==> src/rtl/regfile_writeback.sv <==
// regfile_writeback: merges ALU results and load results into a single
// registered register-file write port. Loads wait in a 2-entry in-order
// queue and drain only in cycles without an ALU write. A bypass network
// exposes the youngest pending value for two read addresses.
//
// Handshake: ALU results have no backpressure and are taken whenever
// aluValid is high. A load is transferred on a posedge where
// ldValid && ldReady. ldReady is a function of registered queue occupancy
// and reset only, so it never depends on ldValid in the same cycle.
module regfile_writeback #(
  parameter int SIZE = 32
) (
  input  logic            clk,
  input  logic            reset,
  input  logic            aluValid,
  input  logic [4:0]      aluReg,
  input  logic [SIZE-1:0] aluData,
  input  logic            ldValid,
  output logic            ldReady,
  input  logic [4:0]      ldReg,
  input  logic [SIZE-1:0] ldData,
  input  logic [4:0]      readReg1,
  input  logic [4:0]      readReg2,
  output logic            fwdHit1,
  output logic [SIZE-1:0] fwdData1,
  output logic            fwdHit2,
  output logic [SIZE-1:0] fwdData2,
  output logic            regWrite,
  output logic [4:0]      writeReg,
  output logic [SIZE-1:0] writeData,
  output logic [1:0]      pending
);

  // Queue storage: entry 0 is the head (oldest), entry 1 the tail.
  // An occupied tail always implies an occupied head.
  logic [1:0]      q_valid_q, q_valid_d;
  logic [1:0]      q_live_q,  q_live_d;
  logic [4:0]      q_reg_q  [2];
  logic [4:0]      q_reg_d  [2];
  logic [SIZE-1:0] q_data_q [2];
  logic [SIZE-1:0] q_data_d [2];

  // Registered write-port stage.
  logic            reg_write_q, reg_write_d;
  logic [4:0]      write_reg_q, write_reg_d;
  logic [SIZE-1:0] write_data_q, write_data_d;

  logic alu_eff;
  logic ld_acc;
  logic ld_enq;
  logic do_pop;

  assign pending  = q_valid_q[1] ? 2'd2 : (q_valid_q[0] ? 2'd1 : 2'd0);
  assign ldReady  = !reset && !q_valid_q[1];

  assign alu_eff  = aluValid && (aluReg != 5'd0);
  assign ld_acc   = ldValid && ldReady;
  // Loads to r0 are accepted to free the producer but never stored.
  assign ld_enq   = ld_acc && (ldReg != 5'd0);
  // The ALU always owns the write slot; the queue drains only when it is idle.
  assign do_pop   = !alu_eff && q_valid_q[0];

  assign regWrite  = reg_write_q;
  assign writeReg  = write_reg_q;
  assign writeData = write_data_q;

  // Queue next state: kill older entries hit by the ALU, pop, then enqueue.
  always_comb begin
    q_valid_d = q_valid_q;
    q_live_d  = q_live_q;
    q_reg_d   = q_reg_q;
    q_data_d  = q_data_q;

    // The ALU write is younger than anything already queued, so older
    // entries for the same register must never reach the register file.
    for (int i = 0; i < 2; i++) begin
      if (alu_eff && q_valid_q[i] && (q_reg_q[i] == aluReg)) begin
        q_live_d[i] = 1'b0;
      end
    end

    if (do_pop) begin
      q_valid_d[0] = q_valid_q[1];
      q_live_d[0]  = q_live_d[1];
      q_reg_d[0]   = q_reg_q[1];
      q_data_d[0]  = q_data_q[1];
      q_valid_d[1] = 1'b0;
      q_live_d[1]  = 1'b0;
    end

    // A load arriving alongside an ALU write to the same register is the
    // younger of the two, so it goes in live and is not subject to the kill.
    if (ld_enq) begin
      if (!q_valid_d[0]) begin
        q_valid_d[0] = 1'b1;
        q_live_d[0]  = 1'b1;
        q_reg_d[0]   = ldReg;
        q_data_d[0]  = ldData;
      end else begin
        q_valid_d[1] = 1'b1;
        q_live_d[1]  = 1'b1;
        q_reg_d[1]   = ldReg;
        q_data_d[1]  = ldData;
      end
    end
  end

  // Write-port next state: ALU first, else queue head, else idle and hold.
  always_comb begin
    reg_write_d  = 1'b0;
    write_reg_d  = write_reg_q;
    write_data_d = write_data_q;
    if (alu_eff) begin
      reg_write_d  = 1'b1;
      write_reg_d  = aluReg;
      write_data_d = aluData;
    end else if (do_pop) begin
      // A killed head still pops, but produces no write and leaves the
      // address/data lines untouched.
      reg_write_d = q_live_q[0];
      if (q_live_q[0]) begin
        write_reg_d  = q_reg_q[0];
        write_data_d = q_data_q[0];
      end
    end
  end

  // State register with synchronous reset; reset drops all queued loads.
  always_ff @(posedge clk) begin
    if (reset) begin
      q_valid_q    <= 2'b00;
      q_live_q     <= 2'b00;
      q_reg_q[0]   <= 5'd0;
      q_reg_q[1]   <= 5'd0;
      q_data_q[0]  <= '0;
      q_data_q[1]  <= '0;
      reg_write_q  <= 1'b0;
      write_reg_q  <= 5'd0;
      write_data_q <= '0;
    end else begin
      q_valid_q    <= q_valid_d;
      q_live_q     <= q_live_d;
      q_reg_q      <= q_reg_d;
      q_data_q     <= q_data_d;
      reg_write_q  <= reg_write_d;
      write_reg_q  <= write_reg_d;
      write_data_q <= write_data_d;
    end
  end

  // Youngest-first bypass lookup over registered state: tail, head, output.
  function automatic logic [SIZE:0] fwd_lookup(input logic [4:0] addr);
    logic [SIZE:0] res;
    res = '0;
    if (addr != 5'd0) begin
      if (q_valid_q[1] && q_live_q[1] && (q_reg_q[1] == addr)) begin
        res = {1'b1, q_data_q[1]};
      end else if (q_valid_q[0] && q_live_q[0] && (q_reg_q[0] == addr)) begin
        res = {1'b1, q_data_q[0]};
      end else if (reg_write_q && (write_reg_q == addr)) begin
        res = {1'b1, write_data_q};
      end
    end
    return res;
  endfunction

  // Bypass for read port 1.
  always_comb begin
    {fwdHit1, fwdData1} = fwd_lookup(readReg1);
  end

  // Bypass for read port 2.
  always_comb begin
    {fwdHit2, fwdData2} = fwd_lookup(readReg2);
  end

endmodule
==> config.mk <==
export PLATFORM = sky130hd
export DESIGN_NAME = regfile_writeback
export DESIGN_NICKNAME = d
export VERILOG_FILES = /design/src/rtl/regfile_writeback.sv
export SDC_FILE = /design/constraint.sdc
export NUM_CORES = 1
export LEC_CHECK = 0
export CELL_PAD_IN_SITES_DETAIL_PLACEMENT = 2
export CELL_PAD_IN_SITES_GLOBAL_PLACEMENT = 2
export CORE_UTILIZATION = 25
export DETAILED_ROUTE_END_ITERATION = 8
export GPL_TIMING_DRIVEN = 0
export HOLD_SLACK_MARGIN = 0.12
export PLACE_DENSITY = 0.89
export SYNTH_ARGS = -nofsm -noshare
export SYNTH_HDL_FRONTEND = slang
export SYNTH_SLANG_ARGS = --single-unit
==> constraint.sdc <==
create_clock -name clk -period 2.3 [get_ports clk]
set_input_delay 0.46 -clock clk [delete_from_list [all_inputs] [get_ports clk]]
set_output_delay 0.46 -clock clk [all_outputs]
set_load 0.02 [all_outputs]
# [After elaboration in Yosys (flattened, before gate mapping)]
# Cells that the tools add are included.
[totals] reg_bits=116 input_bits=88 elab_cells=80
[op_classes] n_eq_ne=8 mux=35 reduce_logical=28
[op_table] cell="$mux 33" count=8
[op_table] cell="$mux 32" count=6
[op_table] cell="$mux 64" count=1
[op_table] cell="$eq 5x5->1" count=8
[op_table] cell="$mux 5" count=6
[op_table] cell="$reduce_bool 5->1" count=4
[op_table] cell="$logic_and 1x1->1" count=17
[op_table] cell="$mux 10" count=1
[op_table] cell="$mux 2" count=5
[op_table] cell="$mux 1" count=8
[op_table] cell="$reduce_and 2->1" count=2
[op_table] cell="$reduce_bool 2->1" count=2
[op_table] cell="$logic_not 1->1" count=3

# [Longest topological paths before layout]
[depth] depth_word=8 mapped_depth=8 ltp_nobuf=5

# [Least setup slack after synthesis]
# Ideal clock, no wire load.
[synth_path] kind="input-to-output" start="input readReg1[0]" end="output fwdData1[10]" t_arrival_ns=2.017 required_ns=1.840 path_slack_ns=-0.177 path_stages=8 path_cell_list="clkbuf_1 > xnor2_1 > nand4_1 > nor3b_1 > buf_2 > o221ai_1 > buf_2 > o2bb2ai_1"
[synth_between] elab_chain_cells=6 word_cells_on_any_way=11 classes_between="eq/ne: 3; mux: 4; reduce/logical: 4"
[synth_rtl] element="start: declaration" line_no="22" source="input logic [4:0] readReg1,"
[synth_rtl] element="$eq 5x5->1" line_no="160" source="end else if (reg_write_q && (write_reg_q == addr)) begin"
[synth_rtl] element="$logic_and 1x1->1" line_no="160"
[synth_rtl] element="$mux 33" line_no="160"
[synth_rtl] element="$mux 33" line_no="158" source="end else if (q_valid_q[0] && q_live_q[0] && (q_reg_q[0] == addr)) begin"
[synth_rtl] element="$mux 33" line_no="156" source="if (q_valid_q[1] && q_live_q[1] && (q_reg_q[1] == addr)) begin"
[synth_rtl] element="$mux 33 *" line_no="155" source="if (addr != 5'd0) begin"
[synth_rtl] element="end: declaration" line_no="25" source="output logic [SIZE-1:0] fwdData1,"
# Mark *: on every way between the ends. The rest lies on a longest branch, timed or not.

# [Final worst setup path]
[layout_path] start="register q_reg_q[4] (netlist name)" end="output fwdData1[31]"
[layout_between] elab_chain_cells=4
[layout_rtl] element="start: declaration" line_no="38" source="logic [4:0] q_reg_q [2];"
[layout_rtl] element="start signal: assignment" line_no="143" source="q_reg_q <= q_reg_d;"
[layout_rtl] element="$eq 5x5->1" line_no="156"
[layout_rtl] element="$logic_and 1x1->1" line_no="156"
[layout_rtl] element="$mux 33" line_no="156"
[layout_rtl] element="$mux 33" line_no="155"
# No other way between the ends.

==> impl_metrics.env <==
export IMPL_hold_path_cell_count=3
export IMPL_cts_path_max_buffers=2
export IMPL_overflow=0
export IMPL_syn_nets=927
export IMPL_drive_gt1_frac=0.363
export IMPL_critical_path_class="flip-flop to output pin"
export IMPL_htreeDepth=4
export IMPL_layout_common_cells="187 x nand2_1, 108 x clkdlybuf4s50_1, 102 x dfxtp_1"
export IMPL_grt_pass1_wl_um=60000
export IMPL_startpoint_type="flip-flop"
export IMPL_powerDensity_nw_per_um2=494
export IMPL_post_place_ws_ns=-2.00
export IMPL_rrSetupSlack_ns=-0.02
export IMPL_drc=0
export IMPL_crit_fanout=5
export IMPL_hold_viol=0
export IMPL_antenna_found_initial=1
export IMPL_failed_checks="negative setup slack"
export IMPL_ys_ff_latch=116
export IMPL_cts_buffers=17
export IMPL_synth_seq_area_share=0.340
export IMPL_holdBufCountCts=0
export IMPL_critPathBufInv=4
export IMPL_reg2reg_depth=4
export IMPL_syn_inst=839
export IMPL_dieArea_um2=28000
export IMPL_arrival_ns=2.62
export IMPL_netlist_area_leader_share=0.340
export IMPL_required_ns=1.84
export IMPL_die_w_um=167
export IMPL_area_delta_synth_final_pct=87.9
export IMPL_die_y_um=167
export IMPL_grt_max_degree=17
export IMPL_finalWorstSetupSlack_ns=-0.780
export IMPL_gp_routability_congestion=0.842
export IMPL_initial_core_util=0.254
export IMPL_hold_end="q_reg_q[2]"
export IMPL_layout_cells_most_common="nand2_1"
export IMPL_root_buffer="clkbuf_16"
export IMPL_wl_per_cell_um=30.4
export IMPL_cp_cell_sequence="xor2_1 > nor4_1 > nand4_1 > buf_4 > nor2_4 > buf_8 > clkbuf_16 > o2bb2ai_4 > buf_6"
export IMPL_rsz0062_at_grt="true"
export IMPL_num_rows=60
export IMPL_synth_distinct_cells=36
export IMPL_tightest_slew_ns=0.968
export IMPL_fin_skew_ns=0.0123
export IMPL_fin_nets=1172
export IMPL_wl_um=43700
export IMPL_setup_viol=68
export IMPL_hp_start="ldReg[2]"
export IMPL_min_period_ns=3.08
export IMPL_status="complete, but fails checks"
export IMPL_place_inst=1371
export IMPL_cp_slowest_cell="nor4_1"
export IMPL_syn_area_per_cell_um2=8.14
export IMPL_mappedNetlistArea_um2=6830
export IMPL_grt_pass1_vias=9164
export IMPL_via_count=8274
export IMPL_fin_total_pwr_w=0.00634
export IMPL_yosysTopAreaCell="dfxtp_1"
export IMPL_leakage_nw=4.23
export IMPL_yosys_warnings=0
export IMPL_ys_top_cells_by_area="dfxtp_1 34%, nand2_1 10%, mux2i_1 9.4%"
export IMPL_drtAntennaViolNets=0
export IMPL_clkTransAtPathRegs_ns=0.06
export IMPL_slowest_delay_ns=0.39
export IMPL_period_share=1.34
export IMPL_drv_slew=0
export IMPL_r2r_end="writeReg[2]"
export IMPL_r2r_start="q_valid_q[0]"
export IMPL_boundaryPins=195
export IMPL_relSlewSlack=0.355
export IMPL_routed_via_density=5.76
export IMPL_worstSkewPairLatency_ns=0.45
export IMPL_cts_sinks=116
export IMPL_cp_end_kind="output pin"
export IMPL_drtIter0Drc=545
export IMPL_grtUsageTotal=0.292
export IMPL_portBuffers=191
export IMPL_dpl_hpwl_um=25300
export IMPL_path_delay_family="simple AND/OR/NAND/NOR gates"
export IMPL_min_path_type="input pin to flip-flop"
export IMPL_core_um2=26900
export IMPL_fmax_mhz=325
export IMPL_firstDrtPassIters=5
export IMPL_timing_max_cap_violations=0
export IMPL_final_util=0.478
export IMPL_fin_tns_setup_ns=-46.03
export IMPL_vdd_ir_drop_max_mv=0.320
export IMPL_instances_no_fill=1437
export IMPL_cts_tree="built"
-- final cells by class --
type,instances,area [µm²]
fillers,2724,14000
well taps,341,427
plain buffers,81,800
flip-flops and latches,116,2370
diodes,1,2.50
multi-input cells,630,5980
clock inverters,4,45.0
repair buffers,236,2690
inverters,2,7.51
clock buffers,26,519
-- synthesized netlist by cell type --
master / instances
a21o_1: 1
and3_1: 4
xor2_1: 21
nand4_1: 6
o221ai_1: 2
o21a_1: 1
dfxtp_1: 116
o21ai_2: 1
o2bb2ai_1: 64
a311oi_1: 45
a21oi_1: 41
or4_1: 3
buf_1: 1
o311ai_0: 1
o211ai_1: 2
buf_6: 6
clkbuf_1: 51
inv_1: 2
xnor2_1: 19
o21ai_0: 1
nor2_2: 1
nor3_1: 1
or3_1: 1
nand2_1: 188
nor3b_1: 2
mux2i_1: 64
nor2_1: 83
or4_4: 1
or3b_2: 2
a31oi_1: 1
nor4_1: 5
buf_2: 25
a311oi_2: 29
clkbuf_2: 1
buf_4: 7
nand3_1: 40
-- registers in the layout (all words and copies together), names as in the netlist --
name	flops
regWrite	1
q_data_q	64
writeReg	5
q_live_q	2
writeData	32
q_valid_q	2
q_reg_q	10
-- per-stage QoR --
| stage | hold slack (ns) | instance area, µm² |
|---|---|---|
| 6_report | 0.365 | 12800 |
| 5_1_grt | 0.370 | 12800 |
| 4_1_cts | 0.485 | 12400 |
| 3_5_place_dp | 0.490 | 10500 |
| 3_3_place_gp | 0.477 | 10500 |
| 2_1_floorplan | 0.463 | 8200 |
-- power breakdown --
group | switching [W] | internal [W] | total, W | leakage (nW)
Clock | 0.00109 | 0.00164 | 0.00273 | 0.282
Combinational | 0.000713 | 0.000547 | 0.00126 | 2.99
Sequential | 0.000230 | 0.00212 | 0.00235 | 0.961
Total | 0.00203 | 0.00430 | 0.00634 | 4.23
-- kinds of logic (layout without fill, tap and decap cells) --
family,Yosys count,count (layout),share of synthesized area
mux,64,64,0.0938
simple gates,337,337,0.204
compound gates,189,189,0.245
xor+xnor,40,40,0.0513
other cells,0,1,0
buf+inv,93,349,0.0663
flops,116,116,0.340
-- tightest hold or removal path: cells and delay by family --
| kind | cells | cell delay (ns) |
|---|---|---|
| buffers and inverters | 1 | 0.17 |
| AND/OR/NAND/NOR | 1 | 0.08 |
| AO/OA/AOI/OAI | 1 | 0.05 |
-- per-layer routing --
layer | part of all wire | routed length (µm) | track usage | vias to the layer above
met4 | 0.041 | 1790 | 0.151 | 0
li1 | - | - | - | 3514
met5 | 0 | 0 | 0 | -
met3 | 0.047 | 2040 | 0.0506 | 121
met2 | 0.51 | 22200 | 0.522 | 368
met1 | 0.40 | 17700 | 0.331 | 4271
-- worst max path at each step --
stage | slack [ns] | cells after the start | from | end
3_3_place_gp | -1.94 | 8 | readReg1[1] | fwdData1[31]
4_1_cts | -0.59 | 9 | writeReg[2] | fwdData1[5]
6_report | -0.78 | 9 | q_reg_q[4] | fwdData1[31]
2_1_floorplan | 0.02 | 8 | readReg1[0] | fwdData1[10]
3_5_place_dp | -2.00 | 8 | readReg1[1] | fwdData1[29]
5_1_grt | -0.83 | 10 | readReg1[4] | fwdData1[5]
-- repair_timing --
action,4_1_cts,5_1_grt
endpoints found under the setup margin,167,129
buffers inserted,31,6
gates cloned,11,2
pin swaps,57,31
gates resized for setup,572,65
(Power assumes the default switching activity.)
